## src/rtl/de_mem_arbiter_pkg.sv

```systemverilog
// Shared types and helpers for the decrypted-message RAM arbiter.
// Holds the FSM state type, default bus widths and the round-robin pick function.
package de_mem_pkg;

    localparam int DE_ADDR_W = 8;
    localparam int DE_DATA_W = 8;
    localparam int MAX_REQ   = 8;

    typedef enum logic [1:0] {
        IDLE  = 2'd0,
        GRANT = 2'd1,
        DRAIN = 2'd2
    } state_t;

    // One-hot first set bit of req at or after ptr, searching circularly over n requesters.
    function automatic logic [MAX_REQ-1:0] rr_pick(input logic [MAX_REQ-1:0] req,
                                                   input int                 ptr,
                                                   input int                 n);
        logic found;
        int   idx;
        rr_pick = '0;
        found   = 1'b0;
        for (int k = 0; k < MAX_REQ; k++) begin
            idx = ptr + k;
            if (idx >= n) idx = idx - n;
            if (k < n && !found && req[idx[2:0]]) begin
                rr_pick[idx[2:0]] = 1'b1;
                found             = 1'b1;
            end
        end
    endfunction

endpackage

```

## src/rtl/de_mem_arbiter_if.sv

```systemverilog
// Bundle of requester-side and RAM-side signals around the arbiter.
// slave is the arbiter's view; master is the clients/RAM view.
interface de_mem_arbiter_if #(
    parameter int NUM_REQ = 3,
    parameter int ADDR_W  = 8,
    parameter int DATA_W  = 8
);
    logic [NUM_REQ-1:0]        req;
    logic [NUM_REQ-1:0]        gnt;
    logic [NUM_REQ*ADDR_W-1:0] req_addr;
    logic [NUM_REQ*DATA_W-1:0] req_wdata;
    logic [NUM_REQ-1:0]        req_wr;
    logic [NUM_REQ-1:0]        req_rd;
    logic [DATA_W-1:0]         rd_data;
    logic [NUM_REQ-1:0]        rd_valid;
    logic [ADDR_W-1:0]         mem_addr;
    logic [DATA_W-1:0]         mem_data;
    logic                      mem_wren;
    logic [DATA_W-1:0]         mem_q;
    logic                      busy;

    modport slave (
        input  req, req_addr, req_wdata, req_wr, req_rd, mem_q,
        output gnt, rd_data, rd_valid, mem_addr, mem_data, mem_wren, busy
    );

    modport master (
        output req, req_addr, req_wdata, req_wr, req_rd, mem_q,
        input  gnt, rd_data, rd_valid, mem_addr, mem_data, mem_wren, busy
    );

endinterface

```

## src/rtl/de_mem_arbiter_rr_priority_pick.sv

```systemverilog
// Combinational round-robin selector: first requester at or after rr_ptr wins.
module rr_priority_pick
    import de_mem_pkg::*;
#(
    parameter int NUM_REQ = 3,
    parameter int PTR_W   = $clog2(NUM_REQ)
) (
    input  logic [NUM_REQ-1:0] i_req,
    input  logic [PTR_W-1:0]   i_rr_ptr,
    output logic [NUM_REQ-1:0] o_winner,
    output logic               o_any
);

    logic [MAX_REQ-1:0] w_req_pad;
    logic [MAX_REQ-1:0] w_pick;

    // NOTE: every variable driven in always_comb gets a default first, so no path infers a latch.
    always_comb begin
        w_req_pad              = '0;
        w_req_pad[NUM_REQ-1:0] = i_req;
        w_pick                 = rr_pick(w_req_pad, int'(i_rr_ptr), NUM_REQ);
    end

    assign o_winner = w_pick[NUM_REQ-1:0];
    assign o_any    = |i_req;

endmodule

```

## src/rtl/de_mem_arbiter.sv

```systemverilog
// Burst-locked round-robin arbiter for the single-port de_memory RAM.
// Muxes the owner's access onto the RAM and tags read data back to the issuer.
module de_mem_arbiter
    import de_mem_pkg::*;
#(
    parameter int NUM_REQ = 3,
    parameter int ADDR_W  = DE_ADDR_W,
    parameter int DATA_W  = DE_DATA_W,
    parameter int RD_LAT  = 1
) (
    input  logic            clk,
    input  logic            reset,
    de_mem_arbiter_if.slave bus
);

    localparam int PTR_W = $clog2(NUM_REQ);

    state_t             r_state, w_state_nxt;
    logic [NUM_REQ-1:0] r_gnt, w_gnt_nxt;
    logic [PTR_W-1:0]   r_owner, w_owner_nxt;
    logic [PTR_W-1:0]   r_rr_ptr, w_rr_ptr_nxt;
    logic [NUM_REQ-1:0] w_winner;
    logic [PTR_W-1:0]   w_winner_id;
    logic               w_any;
    logic               w_owner_req;
    logic               w_rd_issue;
    logic [RD_LAT-1:0]  r_rd_vld, w_rd_vld_nxt;
    logic [PTR_W-1:0]   r_rd_id [RD_LAT];

    rr_priority_pick #(
        .NUM_REQ (NUM_REQ),
        .PTR_W   (PTR_W)
    ) u_pick (
        .i_req    (bus.req),
        .i_rr_ptr (r_rr_ptr),
        .o_winner (w_winner),
        .o_any    (w_any)
    );

    always_comb begin
        w_winner_id = '0;
        for (int i = 0; i < NUM_REQ; i++) begin
            if (w_winner[i]) w_winner_id = PTR_W'(i);
        end
    end

    assign w_owner_req = |(r_gnt & bus.req);
    // A simultaneous write wins; the read strobe is dropped.
    assign w_rd_issue  = |(r_gnt & bus.req_rd & ~bus.req_wr);

    always_comb begin
        w_rd_vld_nxt    = '0;
        w_rd_vld_nxt[0] = w_rd_issue;
        for (int i = 1; i < RD_LAT; i++) begin
            w_rd_vld_nxt[i] = r_rd_vld[i-1];
        end
    end

    always_comb begin
        w_state_nxt  = r_state;
        w_gnt_nxt    = r_gnt;
        w_owner_nxt  = r_owner;
        w_rr_ptr_nxt = r_rr_ptr;
        case (r_state)
            IDLE: begin
                if (w_any) begin
                    w_state_nxt = GRANT;
                    w_gnt_nxt   = w_winner;
                    w_owner_nxt = w_winner_id;
                end
            end
            GRANT: begin
                if (!w_owner_req) begin
                    w_gnt_nxt    = '0;
                    w_rr_ptr_nxt = (r_owner == PTR_W'(NUM_REQ - 1)) ? '0 : r_owner + 1'b1;
                    // Reads issued in the release cycle must still be delivered.
                    w_state_nxt  = (|w_rd_vld_nxt) ? DRAIN : IDLE;
                end
            end
            DRAIN: begin
                if (!(|w_rd_vld_nxt)) w_state_nxt = IDLE;
            end
            default: w_state_nxt = IDLE;
        endcase
    end

    // NOTE: sequential state uses non-blocking assignments so every register samples pre-edge values.
    always_ff @(posedge clk or negedge reset) begin
        if (!reset) begin
            r_state  <= IDLE;
            r_gnt    <= '0;
            r_owner  <= '0;
            r_rr_ptr <= '0;
            // NOTE: the tag pipeline is tiny, so ids are reset with the valids to keep state deterministic.
            r_rd_vld <= '0;
            for (int i = 0; i < RD_LAT; i++) r_rd_id[i] <= '0;
        end else begin
            r_state  <= w_state_nxt;
            r_gnt    <= w_gnt_nxt;
            r_owner  <= w_owner_nxt;
            r_rr_ptr <= w_rr_ptr_nxt;
            r_rd_vld <= w_rd_vld_nxt;
            r_rd_id[0] <= r_owner;
            for (int i = 1; i < RD_LAT; i++) r_rd_id[i] <= r_rd_id[i-1];
        end
    end

    always_comb begin
        bus.mem_addr = '0;
        bus.mem_data = '0;
        if (|r_gnt) begin
            bus.mem_addr = bus.req_addr[r_owner*ADDR_W +: ADDR_W];
            bus.mem_data = bus.req_wdata[r_owner*DATA_W +: DATA_W];
        end
    end

    always_comb begin
        bus.rd_valid = '0;
        for (int i = 0; i < NUM_REQ; i++) begin
            bus.rd_valid[i] = r_rd_vld[RD_LAT-1] && (r_rd_id[RD_LAT-1] == PTR_W'(i));
        end
    end

    assign bus.mem_wren = |(r_gnt & bus.req_wr);
    assign bus.gnt      = r_gnt;
    assign bus.rd_data  = bus.mem_q;
    assign bus.busy     = (r_state != IDLE);

endmodule

```

## src/flat_wrapper.sv

```systemverilog
// flat-port wrapper written by rule: the top's interface ports become plain ports
module de_mem_arbiter_flat import de_mem_pkg::*;
#(
    parameter int NUM_REQ = 3,
    parameter int ADDR_W  = DE_ADDR_W,
    parameter int DATA_W  = DE_DATA_W,
    parameter int RD_LAT  = 1
)
  (clk, reset, bus_req, bus_req_addr, bus_req_wdata, bus_req_wr, bus_req_rd, bus_mem_q, bus_gnt, bus_rd_data, bus_rd_valid, bus_mem_addr, bus_mem_data, bus_mem_wren, bus_busy);
  de_mem_arbiter_if #(.NUM_REQ(NUM_REQ), .ADDR_W(ADDR_W), .DATA_W(DATA_W)) bus_i ();
  input  logic clk;
  input  logic reset;
  input wire logic [$bits(bus_i.req)-1:0] bus_req;
  input wire logic [$bits(bus_i.req_addr)-1:0] bus_req_addr;
  input wire logic [$bits(bus_i.req_wdata)-1:0] bus_req_wdata;
  input wire logic [$bits(bus_i.req_wr)-1:0] bus_req_wr;
  input wire logic [$bits(bus_i.req_rd)-1:0] bus_req_rd;
  input wire logic [$bits(bus_i.mem_q)-1:0] bus_mem_q;
  output wire logic [$bits(bus_i.gnt)-1:0] bus_gnt;
  output wire logic [$bits(bus_i.rd_data)-1:0] bus_rd_data;
  output wire logic [$bits(bus_i.rd_valid)-1:0] bus_rd_valid;
  output wire logic [$bits(bus_i.mem_addr)-1:0] bus_mem_addr;
  output wire logic [$bits(bus_i.mem_data)-1:0] bus_mem_data;
  output wire logic [$bits(bus_i.mem_wren)-1:0] bus_mem_wren;
  output wire logic [$bits(bus_i.busy)-1:0] bus_busy;
  assign bus_i.req = bus_req;
  assign bus_i.req_addr = bus_req_addr;
  assign bus_i.req_wdata = bus_req_wdata;
  assign bus_i.req_wr = bus_req_wr;
  assign bus_i.req_rd = bus_req_rd;
  assign bus_i.mem_q = bus_mem_q;
  assign bus_gnt = bus_i.gnt;
  assign bus_rd_data = bus_i.rd_data;
  assign bus_rd_valid = bus_i.rd_valid;
  assign bus_mem_addr = bus_i.mem_addr;
  assign bus_mem_data = bus_i.mem_data;
  assign bus_mem_wren = bus_i.mem_wren;
  assign bus_busy = bus_i.busy;
  de_mem_arbiter #(.NUM_REQ(NUM_REQ), .ADDR_W(ADDR_W), .DATA_W(DATA_W), .RD_LAT(RD_LAT)) u_core (.clk(clk), .reset(reset), .bus(bus_i));
endmodule
```

## config.mk

```make
export PLATFORM = sky130hd
export DESIGN_NAME = de_mem_arbiter_flat
export DESIGN_NICKNAME = d
export VERILOG_FILES = /design/src/rtl/de_mem_arbiter_pkg.sv /design/src/rtl/de_mem_arbiter_if.sv /design/src/rtl/de_mem_arbiter_rr_priority_pick.sv /design/src/rtl/de_mem_arbiter.sv /design/src/flat_wrapper.sv
export SDC_FILE = /design/constraint.sdc
export NUM_CORES = 1
export LEC_CHECK = 0
export ABC_AREA = 1
export CAP_MARGIN = 20
export CORE_UTILIZATION = 32
export DETAILED_ROUTE_END_ITERATION = 6
export PLACE_DENSITY = 0.78
export SETUP_SLACK_MARGIN = 0.02
export SLEW_MARGIN = 20
export SYNTH_ARGS = -nofsm -noshare
export SYNTH_HDL_FRONTEND = slang
export SYNTH_SLANG_ARGS = --single-unit
```

## constraint.sdc

```tcl
create_clock -name clk -period 1.7 [get_ports clk]
set_input_delay 0.17 -clock clk [delete_from_list [all_inputs] [get_ports clk]]
set_output_delay 0.17 -clock clk [all_outputs]
set_load 0.02 [all_outputs]
```

==> results of run 1 <==
worst max-delay path by stage:
stage / start / to / slack [ns]
after global placement: u_core.r_owner[0] / bus_mem_data[6] / -0.05
after detailed placement: u_core.r_owner[0] / bus_mem_data[6] / -0.07
final: u_core.r_rd_id[1] / bus_rd_valid[0] / 0.09
after global routing: u_core.r_rr_ptr[1] / u_core.r_owner[0] / -0.02
after CTS: u_core.r_owner[1] / bus_mem_addr[6] / 0.02
after floorplan: u_core.r_rr_ptr[0] / u_core.r_owner[0] / 0.13
worst register-to-register path, stage by stage, from the launching register on:
cell,delay (ns)
dfrtp_2,0.44
buf_4,0.16
ha_1,0.18
inv_1,0.05
nand3_1,0.08
nand2_2,0.09
inv_1,0.05
nand2_2,0.08
nand3_1,0.08
nor2_2,0.12
nor2_2,0.06
nand2_1,0.05
nand2_1,0.06
layer usage:
layer | wire [µm] | global-route usage [%] | part of all wire, % | vias to the layer above
met4 | 34 | 4.43 | 0.81 | 0
met1 | 1790 | 23.1 | 42 | 811
met5 | 0 | 0 | 0 | -
met3 | 266 | 3.17 | 6.3 | 4
li1 | - | - | - | 931
met2 | 2120 | 33.0 | 50 | 77
kinds of logic (layout without fill, tap and decap cells):
logic type      Yosys count  count (layout)  share of synthesized area (%)
compound gates            7               7                           3.87
flops                    12              12                           21.6
fa+ha+maj                 6               6                           5.41
simple gates            167             167                           52.2
buf+inv                  52             143                           16.9
power by group through the flow:
stage / Sequential, µW / Combinational (µW) / Clock (µW)
6_report: 494 / 2980 / 306
5_1_grt: 506 / 3310 / 324
4_1_cts: 488 / 3080 / 314
3_5_place_dp: 489 / 3110 / 0
3_3_place_gp: 485 / 3080 / 0
2_1_floorplan: 536 / 1730 / 0
registers in the layout, summed over array words and instances, names as in the netlist:
signal / flops
u_core.bus.gnt: 3
u_core.r_owner: 2
u_core.r_rd_id: 2
u_core.r_rr_ptr: 2
u_core.r_state: 2
u_core.r_rd_vld: 1
repair_timing:
| action | CTS | global route |
|---|---|---|
| endpoints found under the setup margin | 17 | 23 |
| resized for setup | 50 | 31 |
| setup buffers | 0 | 0 |
| pin swaps | 0 | 1 |
cells in the final DEF, fill, tap and decap left out, drive strengths merged:
master / netlist / final
inv: 37 / 37
nor3b: 1 / 1
clkinv: 1 / 1
ha: 6 / 6
dlymetal6s2s: 0 / 2
a21oi: 1 / 1
buf: 12 / 35
clkdlybuf4s50: 0 / 64
nand4: 1 / 1
nor3: 2 / 2
nand2: 95 / 95
a31oi: 1 / 1
nor2: 17 / 17
o21a: 1 / 1
dfrtp: 12 / 12
o21ai: 4 / 4
nand3: 51 / 51
clkbuf: 2 / 4
cell type report:
type	count	area share (%)
sequential	12	12.7
timing repair buffer	101	38.7
clock buffer	4	2.32
tap	50	2.63
multi-input combinational	180	37.6
inverter	38	6.00
stage by stage:
stage,setup slack (ns),hold WS (ns)
floorplan,0.126,-0.126
global placement,-0.0525,0.340
detailed placement,-0.0686,0.340
CTS,0.0191,0.309
global route,-0.0228,0.340
finish,0.0908,0.288
==> qor.csv, run 1 <==
stage,metric,value,unit
clocking,numCtsBuffers,3,
floorplan,initial_utilization,34.0,%
grt,grt_pass1_wl,6570,µm
routing,via_count,1823,
setup_path,critPathMaxFanout,3,
yosys,yosysTopAreaCell,nand2_1,
setup_path,ff2ff_path_depth,12,
setup_path,critPathBufInv,1,
finish,fill_cells,394,
yosys,synth_edf_count,0,
timing,period_needed,1.61,ns
setup_path,r2r_setup_slack,0.09,ns
routing,routed_wl,4200,µm
grt,grt_pass1_vias,1571,
routing,antenna_left,0,
yosys,netlist_top_cells_count,"93 x nand2_1, 51 x nand3_1, 31 x inv_1",
clocking,clockBufferDepth,2,
setup_path,path_depth,2,
finish,stdcell_count,385,
timing,slew_violations,0,
finish,finalNetCount,409,
yosys,synth_area,1390,µm²
min_path,hp-class,in2async,
setup_path,r2r_end,u_core.r_owner[0],
setup_path,r2r_start,u_core.r_rr_ptr[1],
place,port_buffers,82,
yosys,syn_area_per_cell,5.69,µm²
finish,fin_util,58.1,%
timing,fin_tns_setup,0,ns
floorplan,chipHeight,67.9,µm
timing,slew_headroom,63.3,%
pwr,power.density,1590,nW/µm²
finish,finalInstanceArea,2380,µm²
yosys,synth_cells,244,
grt,grt_overflow,0,
yosys,ys_seq_area_share,21.6,%
yosys,synth_area_leaders,"nand2_1 25%, dfrtp_1 22%, nand3_1 18%",
pwr,ir_drop,0.846,mV
floorplan,io_pins,99,
floorplan,die_area,4610,µm²
routing,drc_errors,0,
clocking,cts_tree,built,
run,maxCapViolations,0,
setup_path,required,1.53,ns
pwr,power_frac_comb,78.8,%
pwr,sw_frac_of_total,50.8,%
timing,rsz0062_at_grt,true,
pwr,p_sw,1920,µW
yosys,async_reset_ff_share,100,%
finish,areaGrowthSynthToFinish,71.1,%
timing,worst_pin_slew,0.548,ns
floorplan,rows,23,
floorplan,die_w,67.9,µm
grt,grt_max_degree,17,
clocking,clkSinkCount,12,
yosys,synth.most_common_cell,nand2_1,
pwr,internal_power,1860,µW
yosys,synth-main-ff-cell,dfrtp_1,
routing,drtPass1Iterations,4,
pwr,power,3780,µW
clocking,holdBufCountCts,0,
yosys,ys_ff_latch,12,
routing,viasPerCell,4.74,
yosys,synth_cell_types,21,
setup_path,critPathArrivalTime,1.44,ns
place,place_congestion,0.892,
finish,drive_gt1_share,18.8,%
timing,achievable-frequency,621,MHz
yosys,synth_top_area_share,25.1,%
setup_path,path_cells,nor3_1 > clkdlybuf4s50_1,
place,dp.cells,381,
yosys,yosysWarnings,0,
grt,grtUsageTotal,18.6,%
setup_path,cpMaxStageDelayCell,clkdlybuf4s50_1,
clocking,cts.clk_slew.worst_paths,0.05,ns
grt,antenna_found_initial,0,
place,hpwl,3360,µm
timing,final_hold_viol_count,0,
routing,drt_iter0_drc,43,
finish,seq_area,303,µm²
setup_path,setup.worst_path.end_class,output pin,
floorplan,core,4090,µm²
pwr,clkPwrFrac,8.1,%
pwr,p_leak,0.00128,µW
setup_path,max_stage_delay,0.63,ns
yosys,synth.net_count,317,
setup_path,start_kind,register,
clocking,worstSkewPairLatency,0.24,ns
routing,wl_per_cell,10.9,µm
setup_path,worstSetupPathType,reg2out,
finish,multi_input_area,893,µm²
finish,antenna_cells,0,
outcome,outcome,"complete, no violations",
pwr,seq_power_share,13.1,%
timing,setup_viol,0,
timing,finClkSkew,0.00109,ns
clocking,cts_root_buffer,clkbuf_8,
place,dpl-instance-area,2350,µm²
clocking,htree_levels,1,
timing,finalCritPeriodShare,94.7,%
setup_path,crit_family,buffers and inverters,
Power figures use the tool's default switching activity.
==> inputs of run 2 (changes only) <==
==> constraint.sdc (replaced) <==
create_clock -name clk -period 1.7 [get_ports clk]
set_input_delay 0.17 -clock clk [delete_from_list [all_inputs] [get_ports clk]]
set_output_delay 0.17 -clock clk [all_outputs]
set_load 0.1 [all_outputs]
==> run 2 against run 1 <==
Against the previous run: die area unchanged; count of clock-buffer cells in the layout unchanged; clock skew increased by 0.0052 ns; design area increased by 29%; critical endpoint is now u_core.r_owner[0]; the run now ends with setup timing left.
==> qor.csv, run 2 (synthesis results as in run 1) <==
stage,metric,value,unit
setup_path,r2r_start,u_core.r_rr_ptr[1],
place,dpl-instance-area,2650,µm²
floorplan,die_w,67.9,µm
grt,grt_use_met3,3.00,%
routing,drt_iter0_drc,43,
floorplan,core,4090,µm²
timing,fin_tns_setup,-0.0506,ns
timing,rsz0062_at_grt,true,
timing,slew_violations,0,
grt,grtUsageTotal,19.1,%
clocking,clkSinkCount,12,
setup_path,ff2ff_path_depth,10,
place,port_buffers,82,
min_path,hp-class,in2async,
finish,largest_register_ffs,3,
clocking,worstSkewPairLatency,0.25,ns
finish,finalNetCount,409,
routing,drc_errors,0,
clocking,htree_levels,1,
timing,period_needed,1.74,ns
setup_path,r2r_end,u_core.r_owner[0],
routing,via_count,1862,
routing,viasPerCell,4.84,
timing,finClkSkew,0.00627,ns
grt,grt_pass1_vias,1574,
finish,areaGrowthSynthToFinish,121,%
timing,postLayoutSetupSlackWorst,-0.0413,ns
finish,finalInstanceArea,3070,µm²
floorplan,io_pins,99,
outcome,violations,setup timing,
clocking,numCtsBuffers,3,
outcome,outcome,finished with violations,
setup_path,start_kind,register,
grt,grt_pass1_wl,6820,µm
setup_path,worstSetupPathType,reg2reg,
clocking,cts_root_buffer,clkbuf_8,
floorplan,die_area,4610,µm²
routing,drtPass1Iterations,4,
grt,gr-usage-met2,33.4,%
setup_path,r2r_setup_slack,-0.04,ns
setup_path,critPathArrivalTime,1.88,ns
grt,antenna_found_initial,0,
routing,routed_wl,5030,µm
timing,achievable-frequency,574,MHz
grt,use_met1,24.4,%
timing,slew_headroom,62.2,%
floorplan,chipHeight,67.9,µm
timing,finalCritPeriodShare,102,%
finish,final_common_cell,nand2_1,
floorplan,rows,23,
setup_path,critPathMaxFanout,7,
routing,antenna_left,0,
clocking,cts_tree,built,
timing,setup_viol,2,
run,maxCapViolations,0,
routing,wl_per_cell,13.1,µm
floorplan,initial_utilization,34.0,%
setup_path,required,1.84,ns
grt,grt_max_degree,18,
clocking,cts.clk_slew.worst_paths,0.06,ns
place,hpwl,3470,µm
setup_path,setup.worst_path.end_class,register,
finish,antenna_cells,0,
place,place_congestion,0.848,
timing,worst_pin_slew,0.565,ns
grt,grt_overflow,0,
finish,drive_gt1_share,39.7,%
clocking,clockBufferDepth,2,
timing,final_hold_viol_count,0,
finish,layout_common_cells,"67 x nand2_1, 58 x clkdlybuf4s50_1, 37 x nand3_1, 26 x buf_12, 17 x nand2_4",
finish,fill_cells,299,
grt,grt-busiest-layer,met2,
-- run 2: cell count changes in the layout (fill, tap and decap cells not counted), moves of 13 or more --
| cell | change |
|---|---|
| buf_12 | +24 |
| nand2_1 | -24 |
| nand2_4 | +17 |
| clkinvlp_4 | +16 |
| inv_1 | -16 |
| buf_2 | -15 |
| nand3_1 | -13 |
| nand3_2 | +13 |
-- run 2: how the worst max path moves through the flow --
stage / startpoint / to / slack [ns] / cells past startpoint
global route: u_core.r_rr_ptr[1] / u_core.r_owner[0] / -0.11 / 12
global placement: u_core.r_rr_ptr[1] / u_core.r_owner[0] / 0.06 / 10
floorplan: u_core.r_rd_id[0] / bus_rd_valid[2] / -0.12 / 1
CTS: u_core.bus.gnt[0] / bus_mem_data[7] / 0.01 / 5
detailed placement: u_core.r_rr_ptr[1] / u_core.r_owner[0] / 0.02 / 11
finish: u_core.r_rr_ptr[1] / u_core.r_owner[0] / -0.04 / 10
-- run 2: per-layer routing --
layer | share of wire [%] | vias to the layer above
met2 | 52 | 72
met3 | 7.0 | 12
li1 | - | 932
met1 | 40 | 846
met4 | 1.3 | 0
met5 | 0 | -
-- run 2: repair_timing --
action | in CTS | in global routing
cloned | 1 | 1
setup buffers | 6 | 3
setup endpoints to repair | 17 | 21
pin swaps | 2 | 26
gates resized for setup | 15 | 51
hold buffers | 0 | 0
-- run 2: critical path, cell delays in order (launching register included) --
cell and delay [ns]:
dfrtp_2 0.45, buf_12 0.14, ha_4 0.27, o21ai_1 0.19, nand2_2 0.09, nor2_4 0.14, nand3_2 0.09, nand2_2 0.10
nor2_4 0.04, nand2_1 0.06, nand2_1 0.05
-- run 2: layout make-up --
class,instances,area [µm²],area share (%)
inverter,38,221,7.20
timing repair inverter,1,11.3,0.366
clock buffer,4,55.1,1.79
sequential,12,315,10.3
timing repair buffer,100,1260,40.9
multi-input combinational,180,1150,37.4
tap,50,62.6,2.04
-- run 2: stage by stage --
stage               utilization, %  std cells  hold WS, ns  setup slack (ns)
finish                        75.2        385        0.286           -0.0413
floorplan                        -        244       -0.126            -0.121
CTS                           68.9        381        0.298            0.0132
detailed placement            64.9        370        0.341            0.0159
global placement              64.9        370        0.341            0.0588
global route                  75.2        385        0.339            -0.106
Power of run 2 is left out: the tool's default activity adds up to more than one toggle a clock period on the data nets, which glitch-free logic cannot reach.
